==> config.mk <==
export PLATFORM = sky130hd
export DESIGN_NAME = elastic_buffer_flushable
export DESIGN_NICKNAME = d
export VERILOG_FILES = /design/src/rtl/axi_buf_pkg.sv /design/src/rtl/elastic_buffer_ptr.sv /design/src/rtl/elastic_buffer_flushable.sv
export SDC_FILE = /design/constraint.sdc
export NUM_CORES = 1
export LEC_CHECK = 0
export CAP_MARGIN = 20
export CORE_ASPECT_RATIO = 2
export CORE_UTILIZATION = 60
export CTS_CLUSTER_SIZE = 24
export DETAILED_ROUTE_END_ITERATION = 10
export DONT_BUFFER_PORTS = 1
export PLACE_DENSITY = 0.84
export SLEW_MARGIN = 10
export SYNTH_ARGS = -nofsm -noshare
export SYNTH_HDL_FRONTEND = slang
export SYNTH_SLANG_ARGS = --single-unit
==> constraint.sdc <==
create_clock -name clk_i -period 2.2 [get_ports clk_i]
set_clock_uncertainty 0.1 [all_clocks]
set_input_delay 0.22 -clock clk_i [delete_from_list [all_inputs] [get_ports clk_i]]
set_output_delay 0.22 -clock clk_i [all_outputs]
set_load 0.01 [all_outputs]
==> src/rtl/axi_buf_pkg.sv <==
// Shared sizing helpers and configuration type for the AXI channel buffers.
package axi_buf_pkg;

  typedef struct packed {
    int unsigned DataWidth;
    int unsigned Depth;
  } buf_cfg_t;

  function automatic int unsigned cnt_width(input int unsigned depth);
    return $clog2(depth + 1);
  endfunction

  // A single-entry pointer still needs one bit to stay a legal vector.
  function automatic int unsigned ptr_width(input int unsigned depth);
    return (depth > 2) ? $clog2(depth) : 1;
  endfunction

endpackage

==> src/rtl/elastic_buffer_ptr.sv <==
// Wrapping read/write pointer for the elastic buffer; wraps at Depth-1 for any Depth.
module elastic_buffer_ptr
  import axi_buf_pkg::*;
#(
  parameter int unsigned Depth = 2
) (
  input  logic                        clk_i,
  input  logic                        rst_i,
  input  logic                        clr_i,
  input  logic                        inc_i,
  output logic [ptr_width(Depth)-1:0] ptr_o
);

  localparam int unsigned     PW   = ptr_width(Depth);
  localparam logic [PW-1:0]   Last = PW'(Depth - 1);

  always_ff @(posedge clk_i or posedge rst_i) begin
    if (rst_i) begin
      ptr_o <= '0;
    end else if (clr_i) begin
      ptr_o <= '0;
    end else if (inc_i) begin
      ptr_o <= (ptr_o == Last) ? '0 : ptr_o + PW'(1);
    end
  end

endmodule

==> src/rtl/elastic_buffer_flushable.sv <==
// Depth-entry valid/ready elastic buffer with flush and occupancy output.
// Optional macro ELASTIC_BUFFER_WATERMARK_EN adds the max_count_o high-water mark.
module elastic_buffer_flushable
  import axi_buf_pkg::*;
#(
  parameter int unsigned DataWidth = 32,
  parameter int unsigned Depth     = 2,
  parameter bit          Bypass    = 1'b0
) (
  input  logic                        clk_i,
  input  logic                        rst_i,
  input  logic                        flush_i,
  input  logic                        valid_i,
  output logic                        ready_o,
  input  logic [DataWidth-1:0]        data_i,
  output logic                        valid_o,
  input  logic                        ready_i,
  output logic [DataWidth-1:0]        data_o,
  output logic [cnt_width(Depth)-1:0] count_o
`ifdef ELASTIC_BUFFER_WATERMARK_EN
  ,
  output logic [cnt_width(Depth)-1:0] max_count_o
`endif
);

  if (Bypass) begin : g_bypass
    assign valid_o = valid_i;
    assign ready_o = ready_i;
    assign data_o  = data_i;
    assign count_o = '0;
`ifdef ELASTIC_BUFFER_WATERMARK_EN
    assign max_count_o = '0;
`endif
  end else begin : g_buf
    localparam int unsigned   CW   = cnt_width(Depth);
    localparam int unsigned   PW   = ptr_width(Depth);
    localparam logic [CW-1:0] Full = CW'(Depth);

    logic [PW-1:0]        wr_ptr;
    logic [PW-1:0]        rd_ptr;
    logic [CW-1:0]        count;
    logic [DataWidth-1:0] mem [Depth];
    logic                 push;
    logic                 pop;

    // ready_o ignores ready_i so no path runs from downstream back to upstream.
    assign ready_o = (count != Full) & ~flush_i;
    assign valid_o = (count != '0);
    assign data_o  = mem[rd_ptr];
    assign count_o = count;
    assign push    = valid_i & ready_o;
    assign pop     = valid_o & ready_i;

    elastic_buffer_ptr #(
      .Depth(Depth)
    ) u_wr_ptr (
      .clk_i(clk_i),
      .rst_i(rst_i),
      .clr_i(flush_i),
      .inc_i(push),
      .ptr_o(wr_ptr)
    );

    elastic_buffer_ptr #(
      .Depth(Depth)
    ) u_rd_ptr (
      .clk_i(clk_i),
      .rst_i(rst_i),
      .clr_i(flush_i),
      .inc_i(pop),
      .ptr_o(rd_ptr)
    );

    always_ff @(posedge clk_i or posedge rst_i) begin
      if (rst_i) begin
        count <= '0;
      end else if (flush_i) begin
        count <= '0;
      end else begin
        case ({push, pop})
          2'b10:   count <= count + CW'(1);
          2'b01:   count <= count - CW'(1);
          default: count <= count;
        endcase
      end
    end

    always_ff @(posedge clk_i or posedge rst_i) begin
      if (rst_i) begin
        for (int unsigned i = 0; i < Depth; i++) begin
          mem[i] <= '0;
        end
      end else if (push) begin
        mem[wr_ptr] <= data_i;
      end
    end

`ifdef ELASTIC_BUFFER_WATERMARK_EN
    logic [CW-1:0] max_count;

    always_ff @(posedge clk_i or posedge rst_i) begin
      if (rst_i) begin
        max_count <= '0;
      end else if (flush_i) begin
        max_count <= '0;
      end else if (count > max_count) begin
        max_count <= count;
      end
    end

    assign max_count_o = max_count;
`endif

    a_no_overflow : assert property (@(posedge clk_i) disable iff (rst_i)
      !(push && (count == Full)));

    a_no_underflow : assert property (@(posedge clk_i) disable iff (rst_i)
      !(pop && (count == '0)));

    a_upstream_hold : assert property (@(posedge clk_i) disable iff (rst_i)
      (valid_i && !ready_o) |=> (valid_i && $stable(data_i)));
  end

endmodule
* Yosys cells after proc, flatten, opt, wreduce, memory -nomap -nowiden
Index checks and enable logic that the tools add are counted.
W data, S select, Z words.
** Operators by class
- Magnitude comparators :: 3
- Bitwise operators :: 6
- Eq/ne operators :: 3
- Reduce and logical (&&, ||, !) cells :: 5
- $add $sub $neg :: 4
- Muxes and demuxes :: 14
** Operators with widths (count)
- $mux W32 :: 4
- $bwmux W64 :: 1
- $demux W32 S1 :: 1
- $mux W1 :: 6
- $reduce_bool A2 Y1 :: 3
- $ge A2 B2 Y1 const B :: 2
- $not A1 Y2 :: 2
- $pmux W2 S2 :: 1
- $and A1 B1 Y1 :: 3
- $reduce_bool A3 Y1 :: 1
- $add A1 B1 Y1 const B :: 2
- $add A2 B1 Y2 const B :: 1
- $eq A2 B1 Y1 const B :: 1
- $eq A2 B2 Y1 const B :: 1
- $lt A2 B1 Y1 const B :: 1
- $mux W2 :: 1
- $ne A2 B2 Y1 const B :: 1
- $sub A2 B1 Y2 const B :: 1
- $logic_and A1 B1 Y1 :: 1
- $not A1 Y1 :: 1
** Word-level totals
- Input bits :: 37
- Register bits after elaboration :: 68
- Output and inout bits :: 36
- Logic and storage cells :: 40

* Longest topological paths before layout
- Word-level depth :: 6
- Gate-level depth with buffers :: 5
- Mapped depth without buffers :: 3

* Cells and area by module
A second synthesis with hierarchy kept.
** Unflattened totals
- Cells, all modules :: 199
- Area, all modules :: 3011.6 um^2
** By module, submodules not included
- elastic_buffer_flushable :: instances 1, area an instance 2929.1 um^2, sequential area each 1651.6 um^2, cells an instance 191
- elastic_buffer_ptr :: instances 2, area an instance 41.3 um^2, sequential area each 25.0 um^2, cells an instance 4

* Worst setup path after synthesis
OpenSTA, ideal clock, no wires.
- Kind :: reg2reg
- Start point :: reg g_buf.count[1], in the netlist count_o[1]
- End point :: reg g_buf.mem[0] (netlist name)
- Arrival :: 1659 ps
- Slack :: 316 ps
- Cell stages (with the launch flop) :: 6
- Data required time :: 1975 ps
- Cell sequence :: dfrtp_1 -> nor2b_4 -> or4b_4 -> buf_6 -> buf_6 -> mux2_4
** Between the ends
- Cells in the longest elaborated chain, start to end :: 3
** RTL lines
- from (decl) :: line elastic_buffer_flushable.sv:41 : logic [CW-1:0] count;
- from (signal assigned) :: line elastic_buffer_flushable.sv:81 : 2'b10: count <= count + CW'(1);
- from (signal assigned) :: line elastic_buffer_flushable.sv:82 : 2'b01: count <= count - CW'(1);
- from (signal assigned) :: line elastic_buffer_flushable.sv:83 : default: count <= count;
- $ne A2 B2 Y1 :: line elastic_buffer_flushable.sv:47 : assign ready_o = (count != Full) & ~flush_i;
- $and A1 B1 Y1 :: line elastic_buffer_flushable.sv:47
- $and A1 B1 Y1 :: line elastic_buffer_flushable.sv:51 : assign push = valid_i & ready_o;
- to (signal, indexed assignment) :: line elastic_buffer_flushable.sv:94 : mem[wr_ptr] <= data_i;
- to (decl) :: line elastic_buffer_flushable.sv:42 : logic [DataWidth-1:0] mem [Depth];
Every way passes these cells.
A chain may end at the register's enable or synchronous reset.

* Final worst setup path
- Start point :: reg g_buf.count[1], in the netlist count_o[1]
- End point :: reg g_buf.mem[25] (netlist name)
Same word-level chain as after synthesis.

==> results.md <==
- First-pass GRT wire length: 9.487 mm
- CP required: approximately 2.3 ns
- RR Startpoint: count_o[1]$_DFFE_PP0P_
- DRC: 0
- Synth Warn #: 0
- CP max FO: 32
- Crit Path Class: reg2reg
- DRT antenna net count: 0
- Sequential share of the synthesized area: roughly 54%
- Bufs on Longest Clock Path: 2
- Synth unique cells: 23
- CORE AREA: around 5000 um2
- Status: completed
- Leakage: about 1.7 nW
- Synthesized area: ~3100 um2
- DP Area: about 3200 um2
- Critical path arrival: approximately 2.2 ns
- Post-layout min period: 2.111 ns
- Skew-Pair Late Insertion Delay: roughly 0.33 ns
- Synthesized net count: 234
- Worst min-delay path class: in2reg
- Final-report hold violation count: 0
- Fillers: 302
- Num ports: 73
- Synth Area in Simple Gates: around 2.6%
- Worst Setup End Kind: flop
- Largest family of logic cells by synthesized area: multiplexers
- Global placer's final weighted congestion: 0.6820
- Overflow left after global routing: 0
- Synthesized area per cell: around 16 um2
- Post-synthesis mux area share: between 30% and 40%
- Root Driver: clkbuf_8
- Tcrit/Tclk final: a little over nine tenths
- Final wirelength: between 6 and 7 mm
- Area grow syn2layout: 21.63%
- Max-slew violation count: 0
- Die ar.: between 5000 and 6000 um2
- Pint: approximately 2.9 mW
- Synth Area in Adders: 0%
- Ant diodes: 0
- Total Routing Usage GR: around a quarter
- Height of the die: about 100 um
- DR vias: about 1700
- CP startpoint: count_o[1]$_DFFE_PP0P_
- Relative slew slack: between 50% and 60%
- Starting DRT DRC Count: 21
- Startpoint type of the worst setup path: flop
- Share of cells above drive strength 1: 49.59%
- Switching power: around 0.95 mW
- Clk sink count: between 60 and 70
- Vias in the first global route: roughly 1900
- Clock slew at reported path FFs: ~0.070 ns
- Reg power frac: ~45%
- 1st-pass router iterations: 4
- Post-cts sizing count: 0
- Row count: 36
- Peak supply drop: 0.9354 mV
- Min-delay src: ready_i
- Fin area: between 3000 and 4000 um2
- Clock network fraction of design power: about a third
- Port Buffer Count: 0
- Largest net degree at the start of global routing: 66
- Max_cap viols: 0
- Worst R2R End: g_buf.mem[25]$_DFFE_PP0P_
- Max Clk Rate: between 400 and 500 MHz
- RSZ-0062 raised after global routing: no
- Cells on worst reg2reg path: 3
- Commonest cells after routing, fill and taps aside: dfrtp_1, mux2_2, dlygate4sd3_1
- Post-DR wirelength/cell: around 20 um
- Die width: 53.03 um
- Worst-margin pin slew: roughly 0.63 ns
- Placed wire-length estimate: ~3.8 mm
- Share of total power in combinational logic: 22.0%
- Compound-cell area share of the yosys netlist: under 10%
- Initial core utilization: between 60% and 70%
- Final nets: between 200 and 300
- Sw Share: between 20 and 25%
- Initial antenna violation count: 0
- Hold worst-path end: g_buf.u_rd_ptr.ptr_o$_DFFE_PP0P_
- Most common cell after layout, fill and taps aside: dfrtp_1
- Inserted Clock Buffers: 9
- R2r setup slk: around 0.09 ns
- Post-Syn Instances: 197
- TritonCTS clock tree: done
- Worst Hold Depth: 3
- Post-synthesis xor/xnor area fraction: less than 1%
- Setup TNS: 0 ns
- Final setup viols: 0
- Post-synthesis register bit count: 68
- Pwr/cell area: about 1000 nW/um2
- Vias per Instance: roughly 5.8
- H-tree depth: 3
## cells by family (layout without fill, tap and decap cells)
| group | after synthesis | in the layout |
|---|---|---|
| AO/OA/AOI/OAI | 8 | 8 |
| XOR/XNOR | 1 | 1 |
| buffers and inverters | 13 | 60 |
| flip-flops | 68 | 68 |
| multiplexers | 97 | 97 |
| AND/OR/NAND/NOR | 10 | 10 |
## worst max path at each step
stage                                end  slack (ns)  cells after the start
4_1_cts        g_buf.mem[25]$_DFFE_PP0P_        0.10                      3
6_report       g_buf.mem[25]$_DFFE_PP0P_        0.09                      3
3_3_place_gp   g_buf.mem[25]$_DFFE_PP0P_        0.17                      3
3_5_place_dp   g_buf.mem[25]$_DFFE_PP0P_        0.10                      3
2_1_floorplan     count_o[0]$_DFFE_PP0P_        0.17                      1
5_1_grt        g_buf.mem[14]$_DFFE_PP0P_        0.04                      3
## cells in the mapped netlist
master	instances	area, um2
dfrtp_1	68	1702
mux2_2	64	720.7
mux2_4	30	450.4
a21oi_1	4	20.02
buf_6	4	45.04
clkbuf_1	4	15.01
buf_2	3	15.01
mux2_1	2	22.52
nor2_1	2	7.510
o21ai_0	2	10.01
or2_2	2	12.51
and3b_1	1	8.760
inv_1	1	3.750
inv_2	1	3.750
mux2i_1	1	10.01
nor2b_4	1	13.76
nor3b_1	1	7.510
nor4_2	1	12.51
o211ai_1	1	7.510
o21bai_1	1	7.510
or3_1	1	6.260
or4b_4	1	13.76
xor2_1	1	8.760
## power groups by stage
stage	Combinational, mW	Sequential (mW)	Clock (mW)
after floorplan	0.686	1.67	0
after global placement	0.749	1.70	0
after detailed placement	0.784	1.73	0
after CTS	0.851	1.71	1.30
after global routing	0.897	1.74	1.35
final	0.840	1.71	1.27
## stage by stage
| stage | utilization (%) | hold slack [ns] | total power [mW] | worst slack (ns) | cells |
|---|---|---|---|---|---|
| 2_1_floorplan | - | 0.1831 | 2.352 | 0.1685 | 197 |
| 3_3_place_gp | 64.17 | -0.1208 | 2.450 | 0.1684 | 248 |
| 3_5_place_dp | 64.17 | -0.1190 | 2.510 | 0.1025 | 248 |
| 4_1_cts | 76.69 | 0.04099 | 3.856 | 0.1009 | 301 |
| 5_1_grt | 76.69 | 0.08387 | 3.986 | 0.04021 | 301 |
| 6_report | 76.69 | 0.05402 | 3.816 | 0.08875 | 301 |
## timing repair
| item | in CTS | in global routing |
|---|---|---|
| hold buffers | 37 | 0 |
| buffers inserted | 0 | 0 |
| hold endpoints to repair | 136 | 0 |
## critical path, stage by stage, from the launching register on
cell and delay [ns]:
dfrtp_1 0.48, nor2b_4 0.20, or4b_4 0.80, mux2_4 0.40
## area by class of cell
type / instances / area, um2 / area share, %
Sequential cell: 68 / 1702 / 44.78
Multi-Input combinational cell: 116 / 1349 / 35.50
Clock inverter: 4 / 95.09 / 2.502
Inverter: 2 / 7.507 / 0.1976
Tap cell: 57 / 71.32 / 1.877
Clock buffer: 12 / 155.1 / 4.083
Timing Repair Buffer: 42 / 420.4 / 11.06
## sequential cells by signal (all words and copies together) (netlist names)
name	flops
g_buf.u_wr_ptr.ptr_o	1
g_buf.mem	64
count_o	2
g_buf.u_rd_ptr.ptr_o	1
## metal layers
| layer | part of all wire (%) | GRT usage [%] | up-vias |
|---|---|---|---|
| met5 | 0 | 0 | - |
| met4 | 1.9 | 10.71 | 0 |
| met3 | 5.0 | 6.433 | 10 |
| met2 | 55 | 41.59 | 53 |
| met1 | 38 | 27.20 | 885 |
| li1 | - | - | 791 |
(Power assumes the default switching activity.)
